==> src/rtl/rc4_pkg.sv <==
// rc4_pkg
// Shared definitions for the RC4 key-scheduling block: the FSM state
// encoding and helpers that derive bus widths from module parameters.
package rc4_pkg;

  // One state per memory-access phase of a KSA iteration.
  typedef enum logic [3:0] {
    IDLE,
    RD_I,
    WT_I,
    SV_I,
    CALC_J,
    RD_J,
    WT_J,
    SV_J,
    WR_I,
    WR_J,
    NEXT,
    DONE
  } ksa_state_t;

  // Width of key_len and of the key byte index: must hold 0..kbm.
  function automatic int unsigned key_len_width(input int unsigned kbm);
    return $clog2(kbm + 1);
  endfunction

  // Width of the read-latency wait counter (counts 0..lat-1, at least 1 bit).
  function automatic int unsigned wait_cnt_width(input int unsigned lat);
    return (lat > 1) ? $clog2(lat) : 1;
  endfunction

endpackage

==> src/rtl/rc4_key_sel.sv <==
// rc4_key_sel
// Combinational key byte selector. Byte 0 of the key is its most
// significant byte, so byte b lives at bits [8*(KEY_BYTES_MAX-1-b) +: 8].
// Ports:
//   key      - packed key, byte 0 in the MSBs
//   k        - byte index (values >= KEY_BYTES_MAX select 0)
//   key_byte - selected byte
module rc4_key_sel
  import rc4_pkg::*;
#(
  parameter int KEY_BYTES_MAX = 3
) (
  input  logic [8*KEY_BYTES_MAX-1:0]                key,
  input  logic [key_len_width(KEY_BYTES_MAX)-1:0]   k,
  output logic [7:0]                                key_byte
);

  localparam int KLEN_W = key_len_width(KEY_BYTES_MAX);

  always_comb begin
    key_byte = 8'h00;
    for (int b = 0; b < KEY_BYTES_MAX; b++) begin
      if (k == KLEN_W'(b)) begin
        key_byte = key[8*(KEY_BYTES_MAX-1-b) +: 8];
      end
    end
  end

endmodule

==> src/rtl/rc4_ksa_param.sv <==
// rc4_ksa_param
// RC4 key-scheduling (S-box scramble) engine driving an external memory
// that already holds the identity permutation. One iteration reads S[i],
// computes j, reads S[j], then swaps the two entries (skipped when i==j).
// Ports:
//   clk, reset  - rising-edge clock, asynchronous active-high reset
//   start       - run request, honoured only in IDLE or DONE
//   sec_key     - key, byte 0 = MSB; key_len = active key bytes
//   address     - memory address; data/wren - write data and enable
//   data_read   - read data, valid MEM_LAT cycles after address
//   busy        - high while scrambling; done - level, high in DONE
//   err         - high with done when key_len was 0 or > KEY_BYTES_MAX
module rc4_ksa_param
  import rc4_pkg::*;
#(
  parameter int ADDR_W        = 8,
  parameter int KEY_BYTES_MAX = 3,
  parameter int MEM_LAT       = 2
) (
  input  logic                                     clk,
  input  logic                                     reset,
  input  logic                                     start,
  input  logic [8*KEY_BYTES_MAX-1:0]               sec_key,
  input  logic [key_len_width(KEY_BYTES_MAX)-1:0]  key_len,
  output logic [ADDR_W-1:0]                        address,
  output logic [7:0]                               data,
  output logic                                     wren,
  input  logic [7:0]                               data_read,
  output logic                                     busy,
  output logic                                     done,
  output logic                                     err
);

  localparam int KLEN_W = key_len_width(KEY_BYTES_MAX);
  localparam int CNT_W  = wait_cnt_width(MEM_LAT);

  ksa_state_t                state;
  logic [ADDR_W-1:0]         i;
  logic [ADDR_W-1:0]         j;
  logic [KLEN_W-1:0]         k;
  logic [KLEN_W-1:0]         klen_q;
  logic [8*KEY_BYTES_MAX-1:0] key_q;
  logic [7:0]                si;
  logic [7:0]                sj;
  logic [CNT_W-1:0]          wait_cnt;
  logic [7:0]                key_byte;
  logic [ADDR_W-1:0]         j_next;
  logic [KLEN_W-1:0]         k_inc;
  logic                      key_len_bad;

  rc4_key_sel #(
    .KEY_BYTES_MAX (KEY_BYTES_MAX)
  ) u_key_sel (
    .key      (key_q),
    .k        (k),
    .key_byte (key_byte)
  );

  // j update wraps naturally at ADDR_W bits, giving mod N for free.
  assign j_next      = j + ADDR_W'(si) + ADDR_W'(key_byte);
  assign k_inc       = k + KLEN_W'(1);
  assign key_len_bad = (key_len == '0) || (key_len > KLEN_W'(KEY_BYTES_MAX));

  // Write data is a pure decode of the registered state and the two
  // captured S-box values, so it is zero whenever no write is in flight.
  assign data = (state == WR_I) ? sj :
                (state == WR_J) ? si : 8'h00;

  // Main FSM. address/wren/busy/done/err are registered: each is loaded on
  // the transition into the state that needs it.
  always_ff @(posedge clk or posedge reset) begin
    if (reset) begin
      state    <= IDLE;
      address  <= '0;
      wren     <= 1'b0;
      busy     <= 1'b0;
      done     <= 1'b0;
      err      <= 1'b0;
      i        <= '0;
      j        <= '0;
      k        <= '0;
      si       <= '0;
      sj       <= '0;
      key_q    <= '0;
      klen_q   <= '0;
      wait_cnt <= '0;
    end else begin
      wren <= 1'b0;
      case (state)
        IDLE, DONE: begin
          if (start) begin
            key_q   <= sec_key;
            klen_q  <= key_len;
            i       <= '0;
            j       <= '0;
            k       <= '0;
            address <= '0;
            if (key_len_bad) begin
              state <= DONE;
              done  <= 1'b1;
              err   <= 1'b1;
              busy  <= 1'b0;
            end else begin
              state <= RD_I;
              done  <= 1'b0;
              err   <= 1'b0;
              busy  <= 1'b1;
            end
          end
        end
        RD_I: begin
          wait_cnt <= '0;
          state    <= WT_I;
        end
        WT_I: begin
          if (wait_cnt == CNT_W'(MEM_LAT - 1)) begin
            state <= SV_I;
          end else begin
            wait_cnt <= wait_cnt + CNT_W'(1);
          end
        end
        SV_I: begin
          si    <= data_read;
          state <= CALC_J;
        end
        CALC_J: begin
          j       <= j_next;
          address <= j_next;
          state   <= RD_J;
        end
        RD_J: begin
          wait_cnt <= '0;
          state    <= WT_J;
        end
        WT_J: begin
          if (wait_cnt == CNT_W'(MEM_LAT - 1)) begin
            state <= SV_J;
          end else begin
            wait_cnt <= wait_cnt + CNT_W'(1);
          end
        end
        SV_J: begin
          sj <= data_read;
          // A swap of an entry with itself is a no-op, so skip both writes.
          if (i == j) begin
            state <= NEXT;
          end else begin
            state   <= WR_I;
            address <= i;
            wren    <= 1'b1;
          end
        end
        WR_I: begin
          address <= j;
          wren    <= 1'b1;
          state   <= WR_J;
        end
        WR_J: begin
          state <= NEXT;
        end
        NEXT: begin
          i <= i + ADDR_W'(1);
          // Key index wraps at key_len by compare, avoiding a modulo.
          k <= (k_inc == klen_q) ? '0 : k_inc;
          if (i == '1) begin
            state <= DONE;
            busy  <= 1'b0;
            done  <= 1'b1;
          end else begin
            state   <= RD_I;
            address <= i + ADDR_W'(1);
          end
        end
        default: begin
          state <= IDLE;
          busy  <= 1'b0;
        end
      endcase
    end
  end

endmodule

==> config.mk <==
export PLATFORM = sky130hd
export DESIGN_NAME = rc4_ksa_param
export DESIGN_NICKNAME = d
export VERILOG_FILES = /design/src/rtl/rc4_pkg.sv /design/src/rtl/rc4_key_sel.sv /design/src/rtl/rc4_ksa_param.sv
export SDC_FILE = /design/constraint.sdc
export NUM_CORES = 1
export LEC_CHECK = 0
export CAP_MARGIN = 15
export CORE_UTILIZATION = 41
export CTS_BUF_LIST = sky130_fd_sc_hd__clkbuf_8
export DETAILED_ROUTE_END_ITERATION = 7
export SETUP_SLACK_MARGIN = 0.5
export SLEW_MARGIN = 20
export SYNTH_ARGS = -nofsm -noshare
export SYNTH_HDL_FRONTEND = slang
export SYNTH_HIERARCHICAL = 1
export SYNTH_SLANG_ARGS = --single-unit
==> constraint.sdc <==
create_clock -name clk -period 3.4 [get_ports clk]
set_input_delay 0.68 -clock clk [delete_from_list [all_inputs] [get_ports clk]]
set_output_delay 0.68 -clock clk [all_outputs]
set_load 0.01 [all_outputs]
* Word level (Yosys, flattened, before mapping) *
Cells that the tools add are included.
W data, S select, Z words.

word-level totals
  output and inout port bits = 20
  word-level logic and storage cells = 95
  register bits after elaboration = 77
  bits of input ports = 37

cells by class
  $lt $le $gt $ge = 1
  add/subtract/negate cells = 5
  bitwise operators = 1
  equality and inequality tests = 22
  mux-type cells = 33
  reduce and logical (&&, ||, !) cells = 19

operators by type and width
  operator               number
  $mux W8                8
  $pmux W4 S11           1
  $pmux W8 S5            1
  $pmux W8 S2            2
  $mux W4                5
  $add A8 B8 Y8          2
  $eq A4 B3 Y1 const B   4
  $eq A4 B4 Y1 const B   4
  $ne A2 B2 Y1 const B   6
  $reduce_and A3 Y1      3
  $reduce_or A9 Y1       1
  $add A8 B1 Y8 const B  1
  $eq A4 B2 Y1 const B   2
  $eq A8 B8 Y1           1
  $eq A8 B8 Y1 const B   1
  $mux W1                8
  $mux W2                3
  $pmux W1 S2            3
  $reduce_and A2 Y1      3
  $reduce_bool A2 Y1     3
  $reduce_or A2 Y1       3
  $reduce_bool A5 Y1     1
  $eq A4 B1 Y1 const B   1
  $logic_not A2 Y1       2
  other kinds (12)       12

* Depth between registers and ports, before layout *
  word-level depth = 6
  mapped depth = 14

* Cells and area by module *
Netlist, hierarchy kept.

modules (own cells, without submodules)
  module         area an instance (µm²)  seq. area each (µm²)  cells each  instances
  rc4_ksa_param  4,142.7                 1,926.8               380         1
  rc4_key_sel    197.7                   0.0                   20          1

* Worst setup path after synthesis *
Ideal clock, no wire load.

  path type = reg2reg
  from = register k[1]
  to = register address[7]
  clock period less this slack = 3,021 ps
  path slack = 379 ps
  required time = 3,248 ps
  data arrival time = 2,869 ps
  stages on the path, launching flop included = 15
  library setup time = 152 ps
  cell sequence = dfrtp_1 buf_6 nor2b_4 buf_6 o2bb2ai_1 inv_1 fa_1 inv_1 ha_1 fa_1 a21o_1 a21oi_1 o21ai_0 xnor2_1 o221ai_1

between the ends
  word-level cells in the longest chain between the ends = 6
  elaborated cells between the ends (all ways) = 8
  classes of those cells = add/sub: 1; eq/ne: 2; mux: 4; reduce/logical: 1

ends and longest elaborated chain
  element                   line                  text
  start: declaration        rc4_ksa_param.sv:40   logic [KLEN_W-1:0] k;
  start signal: assignment  rc4_ksa_param.sv:164  k <= (k_inc == klen_q) ? '0 : k_inc;
  $logic_not A2 Y1          rc4_key_sel.sv:23     if (k == KLEN_W'(b)) begin
  $mux W8 (2 in a row)      rc4_key_sel.sv:23
  $mux W8 (*)               rc4_key_sel.sv:23
  via key_byte[1]           rc4_ksa_param.sv:46   logic [7:0] key_byte;
  $add A8 B8 Y8 (*)         rc4_ksa_param.sv:60   assign j_next = j + ADDR_W'(si) + ADDR_W'(key_byte);
  $pmux W8 S5 (*)           rc4_ksa_param.sv:89   case (state)
  end signal: assignment    rc4_ksa_param.sv:128  address <= j_next;
  end signal: assignment    rc4_ksa_param.sv:149  address <= i;
  end signal: assignment    rc4_ksa_param.sv:154  address <= j;
  end: declaration          rc4_ksa_param.sv:25   output logic [ADDR_W-1:0] address,

The timed path passes the listed nets; every way through them passes the cells marked *.
A chain may end at the register's enable or synchronous reset.

* Final worst setup path *
  from = register k[0]
  to = register address[5]

Same word-level chain as after synthesis.

==> run metrics <==
Hold Crit Class=flip-flop to flip-flop; Critical Path RT=3.62 ns; die width=105 um; Synth Area per Inst=10.9 um2; most frequent cells in the layout=73 x dfrtp_1, 56 x clkdlybuf4s50_1, 43 x nand2_1; clock root cell=clkbuf_8; status=complete, no violations; Fin Clk Skew=0.00749 ns; Fin Hold WS=0.489 ns; first-pass GRT wire length=16800 um; Core Area=10300 um2; worst skew pair latency=0.36 ns; CTS tree=built; Period Utilization, post-route=0.841; num rows=37; H-Tree Depth=3; Synth cell types=61; Crit Path Class=flip-flop to flip-flop; Peak VDD IR=375 uV; logic gate share of total power=0.539; Fin. Hold Viols=0; post-DR vias/cell=5.37; die height=105 um; GRT Util Overall=0.197; Rel. slew slack=0.448; final worst path period need=2.86 ns; Reg power frac=0.325; die footprint=11000 um2; area leader, netlist=dfrtp_1; fmax=0.350 GHz; Worst Path Max Fanout=5; drt first pass iters=4; wire per inst=16.9 um; clk buf depth=2; TritonCTS Buffers=9; dpl hpwl=7430 um; largest net degree at the start of global routing=29; Initial Util=0.422; R2R depth=12; Worst Path Arrival=3.08 ns; maxcap violations=0; commonest non-fill, non-tap cell in the layout=dfrtp_1; Antenna Cells=0; Netlist Area Pre-Place=4340 um2; Psw=2.06 mW; Yosys warning count=6; CP Launch Type=flip-flop; Final ANT Viol Nets=0; fin nets=516; final WL=10200 um; layout cells sized above 1=0.205; top cells by area, synth=dfrtp_1 44%, mux2_2 8.3%, nand2_1 3.7%, fa_1 3.7%, a22o_1 3.4%; routability cong.=0.814; post-synthesis net count=452; initial antenna violation count=0; CP Capture Type=flip-flop; FFs w/ async S/R, synth=1.00; Setup-failing EPs final=0; pwr dens=956 nW/um2; area delta synth->final=22.2%; Boundary Pins=57; sequential fraction of the synthesis area=0.444; RSZ-0062 raised after global routing=true; number of enable flip-flop cells after synthesis=0; Synth Flop Type=dfrtp_1; grt total ovfl=0; port buffer count=56; Cell Int Power=3.01 mW; routed vias=3246; DRT iter0 DRCs=150; clock share of power=0.136; FILL cells=961; number of synthesized register bits=77; switching part of the total=0.406; final core utilization=0.516; Max Slew Vio Count=0; vias in the first global route=3246; DRC=0; slew at the pin closest to its max-slew limit=0.824 ns; Clock Pin Slew Worst Setup and Hold Paths=0.08 ns; Setup TNS=0 ns; top-area cell type share of the netlist area=0.444; Hold Crit Depth=2; Sink Count=77; Synth Instances=400; Static Leak=2.26 nW
## repair_timing
item	CTS	global route
pin swaps	0	11
hold buffers	0	0
cloned	0	0
resized for setup	4	7
setup buffers	3	3
setup endpoints to repair	13	14
## kinds of logic (layout without fill, tap and decap cells)
group                    after synthesis  in the layout  share of synthesized area
AO/OA/AOI/OAI                        100            100                      0.158
flip-flops                            77             77                      0.444
AND/OR/NAND/NOR                      107            107                      0.140
XOR/XNOR                              19             19                     0.0383
multiplexers                          44             44                      0.112
buffers and inverters                 38            106                     0.0499
adder cells (fa/ha/maj)               15             15                     0.0571
## path summary, 6_finish.rpt
check | to | from | slack, ns
worst max-delay path | address[5]$_DFFE_PP0P_ | k[0]$_DFFE_PP0P_ | 0.54
worst min-delay path | sj[3]$_DFFE_PP0P_ | sj[3]$_DFFE_PP0P_ | 0.49
worst max register to register | address[5]$_DFFE_PP0P_ | k[0]$_DFFE_PP0P_ | 0.54
worst min register to register | sj[3]$_DFFE_PP0P_ | sj[3]$_DFFE_PP0P_ | 0.49
max in group asynchronous | k[0]$_DFFE_PP0P_ | reset | 1.94
min in group asynchronous | key_q[20]$_DFFE_PP0P_ | reset | 0.68
## area by class of cell
cell class                      instances  area [um2]  area share
Inverter                               15        56.3      0.0106
Timing Repair Buffer                   76         731       0.138
Multi-Input combinational cell        285        2230       0.420
Sequential cell                        77        1930       0.364
Clock buffer                            9         124      0.0233
Tap cell                              136         170      0.0321
Clock inverter                          6        63.8      0.0120
## cells in the mapped netlist, types with 2 or more instances
master,count
o221ai_1,2
nor3_2,2
ha_1,7
inv_1,15
a22o_1,17
clkbuf_1,4
nand2b_1,6
o21ai_0,27
dfrtp_1,77
xor2_1,10
buf_2,8
mux2_2,32
mux2i_1,9
buf_4,5
xnor2_1,9
nand4_1,3
fa_1,8
nand2_1,43
nor4_1,3
nor3_1,4
o32ai_1,2
nand3_1,6
and2_1,4
nor2_1,15
a21o_1,5
or3_1,2
a21boi_0,3
o2bb2ai_1,8
a21oi_1,18
o22ai_1,7
nor2_2,2
a22oi_1,2
buf_6,6
mux2_1,2
## registers in the layout (all words and copies together), names as in the netlist
name / count
address: 8
state: 4
i: 8
j: 8
done: 1
wait_cnt: 1
busy: 1
err: 1
si: 8
k: 2
wren: 1
klen_q: 2
sj: 8
key_q: 24
## per-layer routing
metal	part of all wire	vias up	wire (um)	GRT usage
met5	0	-	0	0
met4	0.015	0	154	0.0755
met3	0.033	13	337	0.0268
met2	0.48	73	4870	0.307
met1	0.48	1599	4860	0.278
li1	-	1561	-	-
## critical path: stages, from the launching register on
cell	delay (ns)
dfrtp_2	0.47
mux2i_1	0.15
o2bb2ai_1	0.18
inv_1	0.08
fa_1	0.48
inv_1	0.04
ha_2	0.19
fa_2	0.38
a21o_1	0.18
a21oi_2	0.17
xnor2_1	0.11
a211oi_1	0.21
o22ai_1	0.10
## power by group through the flow
stage / Clock, mW / Combinational [mW] / Sequential (mW)
after detailed placement: 0 / 2.58 / 1.68
after CTS: 0.700 / 2.64 / 1.65
after global routing: 0.739 / 3.02 / 1.71
after global placement: 0 / 2.53 / 1.68
final: 0.689 / 2.73 / 1.65
after floorplan: 0 / 2.02 / 1.56
## through the flow
| stage | setup WS (ns) | cells | power (mW) | cell area [um2] |
|---|---|---|---|---|
| CTS | 0.504 | 601 | 4.99 | 5260 |
| finish | 0.539 | 604 | 5.07 | 5310 |
| global placement | 0.528 | 583 | 4.20 | 5040 |
| floorplan | 0.509 | 400 | 3.58 | 4350 |
| global route | 0.428 | 604 | 5.46 | 5310 |
| detailed placement | 0.418 | 583 | 4.26 | 5040 |
Note: power is estimated with default switching activity, not from simulation.
